--- config.mk ---
export PLATFORM = sky130hd
export DESIGN_NAME = pipelined_lane_packer
export DESIGN_NICKNAME = d
export VERILOG_FILES = /design/src/rtl/hd_pkg.sv /design/src/rtl/pipelined_lane_packer.sv
export SDC_FILE = /design/constraint.sdc
export NUM_CORES = 1
export LEC_CHECK = 0
export BUFFER_PORTS_ARGS = -buffer_cell sky130_fd_sc_hd__clkbuf_2
export CAP_MARGIN = 25
export CELL_PAD_IN_SITES_DETAIL_PLACEMENT = 0
export CELL_PAD_IN_SITES_GLOBAL_PLACEMENT = 1
export CORE_MARGIN = 1
export CORE_UTILIZATION = 30
export CTS_CLUSTER_SIZE = 28
export DETAILED_ROUTE_END_ITERATION = 7
export MAX_ROUTING_LAYER = met4
export PLACE_DENSITY_LB_ADDON = 0.1
export SLEW_MARGIN = 20
export SYNTH_ARGS = -nofsm -noshare
export SYNTH_HDL_FRONTEND = slang
export SYNTH_SLANG_ARGS = --single-unit
--- constraint.sdc ---
create_clock -name clk -period 2.9 [get_ports clk]
set_clock_uncertainty 0.2 [all_clocks]
set_input_delay 0.29 -clock clk [delete_from_list [all_inputs] [get_ports clk]]
set_output_delay 0.29 -clock clk [all_outputs]
set_load 0.05 [all_outputs]
--- src/rtl/hd_pkg.sv ---
// Shared types for the adder-tree front end: default sizes, the packed lane
// vector and the packer state encoding.
package hd_pkg;

    localparam int NUM_LANES_DEFAULT   = 16;
    localparam int INPUT_WIDTH_DEFAULT = 8;

    typedef logic [NUM_LANES_DEFAULT-1:0][INPUT_WIDTH_DEFAULT-1:0] lane_vec_t;

    typedef enum logic {
        FILL = 1'b0,
        HOLD = 1'b1
    } packer_state_t;

endpackage

--- src/rtl/pipelined_lane_packer.sv ---
// Packs one INPUT_WIDTH element per cycle into a NUM_LANES-wide vector for the
// adder tree. A fill buffer plus an output register give full-rate streaming:
// the next batch fills while the previous vector waits for out_ready.
// Optional macro PACKER_FLUSH_EN: in_last completes a short batch early, with
// the unused upper lanes left at zero and out_count = number of filled lanes.
module pipelined_lane_packer
    import hd_pkg::*;
#(
    parameter int INPUT_WIDTH = INPUT_WIDTH_DEFAULT,
    parameter int NUM_LANES   = NUM_LANES_DEFAULT
) (
    input  logic                                   clk,
    input  logic                                   reset_n,
    input  logic                                   in_valid,
    output logic                                   in_ready,
    input  logic [INPUT_WIDTH-1:0]                 in_data,
    input  logic                                   in_last,
    output logic                                   out_valid,
    input  logic                                   out_ready,
    output logic [NUM_LANES-1:0][INPUT_WIDTH-1:0]  out_lanes,
    output logic [$clog2(NUM_LANES):0]             out_count
);

    localparam int CW = $clog2(NUM_LANES);
    localparam int OW = CW + 1;

    typedef logic [NUM_LANES-1:0][INPUT_WIDTH-1:0] vec_t;

    packer_state_t  state_q, state_d;
    logic [CW-1:0]  cnt_q, cnt_d;
    vec_t           fill_q, fill_d;
    vec_t           out_lanes_q, out_lanes_d;
    logic [OW-1:0]  out_count_q, out_count_d;
    logic           out_valid_q, out_valid_d;

    logic           accept;
    logic           out_free;
    logic           last_hit;
    logic           complete;
    vec_t           fill_w;

`ifdef PACKER_FLUSH_EN
    assign last_hit = in_last;
`else
    // in_last has no effect in this build; batches close only when full.
    assign last_hit = 1'b0 & in_last;
`endif

    // Ready depends only on state (and is held low during reset).
    assign in_ready = reset_n && (state_q == FILL);
    assign accept   = in_valid && in_ready;
    assign out_free = !out_valid_q || out_ready;
    assign complete = accept && ((cnt_q == CW'(NUM_LANES - 1)) || last_hit);

    assign out_valid = out_valid_q;
    assign out_lanes = out_lanes_q;
    assign out_count = out_count_q;

    // Next-state: lane write, batch completion, and fill-to-output transfer.
    always_comb begin
        state_d     = state_q;
        cnt_d       = cnt_q;
        fill_d      = fill_q;
        out_lanes_d = out_lanes_q;
        out_count_d = out_count_q;
        out_valid_d = out_valid_q;

        fill_w = fill_q;
        if (accept) begin
            fill_w[cnt_q] = in_data;
        end

        // Drained this edge; a load below may re-assert it with no bubble.
        if (out_valid_q && out_ready) begin
            out_valid_d = 1'b0;
        end

        case (state_q)
            FILL: begin
                if (accept) begin
                    fill_d = fill_w;
                    cnt_d  = cnt_q + CW'(1);
                    if (complete) begin
                        if (out_free) begin
                            out_lanes_d = fill_w;
                            out_count_d = OW'(cnt_q) + OW'(1);
                            out_valid_d = 1'b1;
                            cnt_d       = '0;
                            fill_d      = '0;
                        end else begin
                            // Keep cnt at the last lane so the count is known at transfer.
                            cnt_d   = cnt_q;
                            state_d = HOLD;
                        end
                    end
                end
            end
            HOLD: begin
                if (out_free) begin
                    out_lanes_d = fill_q;
                    out_count_d = OW'(cnt_q) + OW'(1);
                    out_valid_d = 1'b1;
                    cnt_d       = '0;
                    fill_d      = '0;
                    state_d     = FILL;
                end
            end
            default: state_d = FILL;
        endcase
    end

    // All packer state; synchronous reset drops any partial or held batch.
    always_ff @(posedge clk) begin
        if (!reset_n) begin
            state_q     <= FILL;
            cnt_q       <= '0;
            fill_q      <= '0;
            out_lanes_q <= '0;
            out_count_q <= '0;
            out_valid_q <= 1'b0;
        end else begin
            state_q     <= state_d;
            cnt_q       <= cnt_d;
            fill_q      <= fill_d;
            out_lanes_q <= out_lanes_d;
            out_count_q <= out_count_d;
            out_valid_q <= out_valid_d;
        end
    end

endmodule

==> summary.txt <==
post-synth cell types: 51
Routed wire per std cell: 21.1 µm
Crit path required time: 3160 ps
Net Count, Synth: 1349
gr usage total: 0.206
f_max: 393 MHz
Max Cap Viol: 0
first-pass GRT wire length: 63700 µm
Ys Warns: 0
Yosys top cell area share: 0.443
vias in the first global route: 9937
Post-Syn Instances: 1331
Post-Synthesis Mean Instance Area: 9.06 µm²
post-cts resize count: 0
failing checks: design-rule violations
post-synth top area cell: dfxtp_1
crit-path cells: ha_1, or3b_1, o211ai_2, a21boi_0, o21a_1
Crit Path Category: register to register
post-synthesis mux area share: 0.0805
CTS Sinks: 267
Final Non-Filler Cells: 1974
dpl ws: 360 ps
Startpoint Class: register
Post-synth EDFFs: 0
Seq cells post-synth: 267
ys async rst share: 0
fillers: 4131
placed cell count: 1913
post-DR vias/cell: 5.21
DIE AREA: 41000 µm²
H-Tree Level Count: 1
PwrDens: 564 nW/µm²
Site Rows: 73
sequential share of the synthesized area: 0.443
CP Data Arrival Time: 2810 ps
worst ir drop on vdd: 406 µV
largest net degree at the start of global routing: 133
chip width: 203 µm
post-synthesis simple-gate area fraction: 0.0997
largest family of logic cells by synthesized area: compound AO/OA/AOI/OAI gates
port bufs: 146
RSZ-0062 raised after global routing: false
CTS root buffer: clkbuf_16
Synth Flop Type: dfxtp_1
clk slew on worst S/H paths: 60 ps
Synth Area in XOR/XNOR: 0.00218
post-route DRC violation count: 2
# hold bufs at CTS: 4
Post-CTS Setup Bufs: 0
Crit Path Max Fanout: 9
slowest CP cell: or3b_1
Setup Viol. Count Final: 0
cell area after synthesis: 12100 µm²
Routed WL: 41700 µm
Min Hold Slack: 69.8 ps
leakage power: 4.92 nW
GP Congestion: 0.762
DP HPWL: 26900 µm
Final period util: 0.877
most common cell in the netlist: dfxtp_1
Pre-Repair DR Iteration Count: 7
CTS tree: yes
Worst Setup Slack, final: 355 ps
via count: 10300
initial antenna violation count: 1
Post-DRT Antenna Nets: 0
starting density of the core: 0.304
DRT iter0 DRCs: 730
CP Capture Type: register
# IOs: 148
Hold Crit Class: primary input to register
Rel. slew slack: 0.501
Final Critical Period: 2540 ps
Fin Setup TNS: 0 ps
Slew Viols, Final: 0
Area Overhead vs Synth: 19.4%
status: complete, but fails checks
synth cell count leaders: 267 x dfxtp_1, 256 x a21oi_1, 133 x a211oi_1
chip height: 203 µm
area share of fa/ha/maj cells after synthesis: 0.00519
Longest Clk Path Bufs: 3
core area: 39700 µm²
share of post-route cells with drive strength above 1: 0.211
Crit path largest cell delay: 600 ps
nets: 1443
GRT Residual Overflow: 0
worst skew pair latency: 570 ps
Hold Fails Final Rpt: 0
CTS Buf Count: 31
Tightest Pin Transition: 740 ps
top post-synthesis cells by area: dfxtp_1 44%, a21oi_1 11%, a211oi_1 8.3%, mux2i_1 8.0%, nand2_1 2.3%
compound-gate portion of the synthesized area: 0.305
-- layout by cell type (no fill, tap or decap), types with 3 or more instances in the layout --
master | synthesis | layout
clkinv_2 | 0 | 4
and4b_1 | 7 | 7
clkbuf_1 | 63 | 7
a21boi_0 | 24 | 24
nor3_1 | 4 | 4
ha_1 | 5 | 5
dfxtp_1 | 267 | 267
clkbuf_16 | 0 | 31
nand4b_2 | 4 | 4
clkbuf_8 | 0 | 11
o21a_1 | 24 | 24
and3_1 | 4 | 4
a211oi_4 | 7 | 7
xnor2_1 | 3 | 3
a21oi_1 | 256 | 256
o211ai_1 | 9 | 9
and3b_1 | 6 | 6
mux2i_1 | 97 | 97
nor4b_2 | 4 | 4
clkbuf_2 | 1 | 146
or3b_1 | 3 | 3
o21ai_0 | 37 | 37
a22o_1 | 15 | 15
buf_12 | 0 | 6
nand3_1 | 26 | 26
dlygate4sd3_1 | 0 | 4
o211ai_2 | 3 | 3
buf_4 | 17 | 56
nor2b_1 | 4 | 4
nor4bb_2 | 0 | 7
a21boi_2 | 7 | 7
nor2_1 | 57 | 57
nand2_1 | 75 | 75
inv_1 | 11 | 10
o21ai_1 | 55 | 55
nand3b_1 | 3 | 3
a211oi_1 | 133 | 133
-- report_power, final --
group          internal [mW]  switching, mW
Combinational          0.108          0.310
Sequential              3.68        0.00712
Clock                   2.41           1.62
-- metal layers --
metal | up-vias | part of all wire | GRT usage | routed length, µm
met4 | 0 | 0.015 | 0.0400 | 618
met3 | 39 | 0.039 | 0.0228 | 1630
met5 | - | 0 | - | 0
li1 | 5065 | - | - | -
met1 | 4957 | 0.51 | 0.306 | 21300
met2 | 216 | 0.44 | 0.298 | 18200
-- critical path: cells and delay by family (launching register included) --
family                     cells  cell delay (ps)
AOI/OAI and AO/OA              3              620
adders and majority gates      1              540
DFF                            1              480
and+or+nand+nor                1              600
-- metrics by stage --
stage	utilization	instance area, µm²	total power, mW
4_1_cts	0.362	14400	8.24
3_5_place_dp	0.335	13300	4.18
3_3_place_gp	0.335	13300	4.19
6_report	0.363	14400	8.13
5_1_grt	0.363	14400	8.42
2_1_floorplan	-	12100	4.01
-- sequential cells by signal, summed over array words and instances, names as in the netlist --
name       flops
state_q        1
out_valid      1
cnt_q          4
fill_q       128
out_lanes    128
out_count      5
-- worst paths after layout --
| check | slack, ps | endpoint | cells past startpoint | start |
|---|---|---|---|---|
| min | 70 | fill_q[120] | 2 | in_data[0] |
| max | 360 | fill_q[11] | 5 | cnt_q[0] |
| min reg2reg | 260 | out_count[4] | 2 | out_count[4] |
| max reg2reg | 360 | fill_q[11] | 5 | cnt_q[0] |
-- layout make-up --
cell class              instances  area, µm²  area share
diodes                          1       2.50    0.000174
clock buffers                  49        953      0.0662
clock inverters                 7       88.8     0.00617
inverters                      11       46.3     0.00321
multi-input cells             902       6000       0.417
flip-flops and latches        267       5350       0.371
well taps                     525        657      0.0456
repair buffers                212       1310      0.0910
-- logic make-up (layout without fill, tap and decap cells) --
group	Yosys count	after routing
AO/OA/AOI/OAI	580	580
XOR/XNOR	3	3
adder cells (fa/ha/maj)	5	5
buffers and inverters	162	279
flip-flops	267	267
multiplexers	97	97
other	0	1
AND/OR/NAND/NOR	217	217
Note: power is estimated with default switching activity, not from simulation.
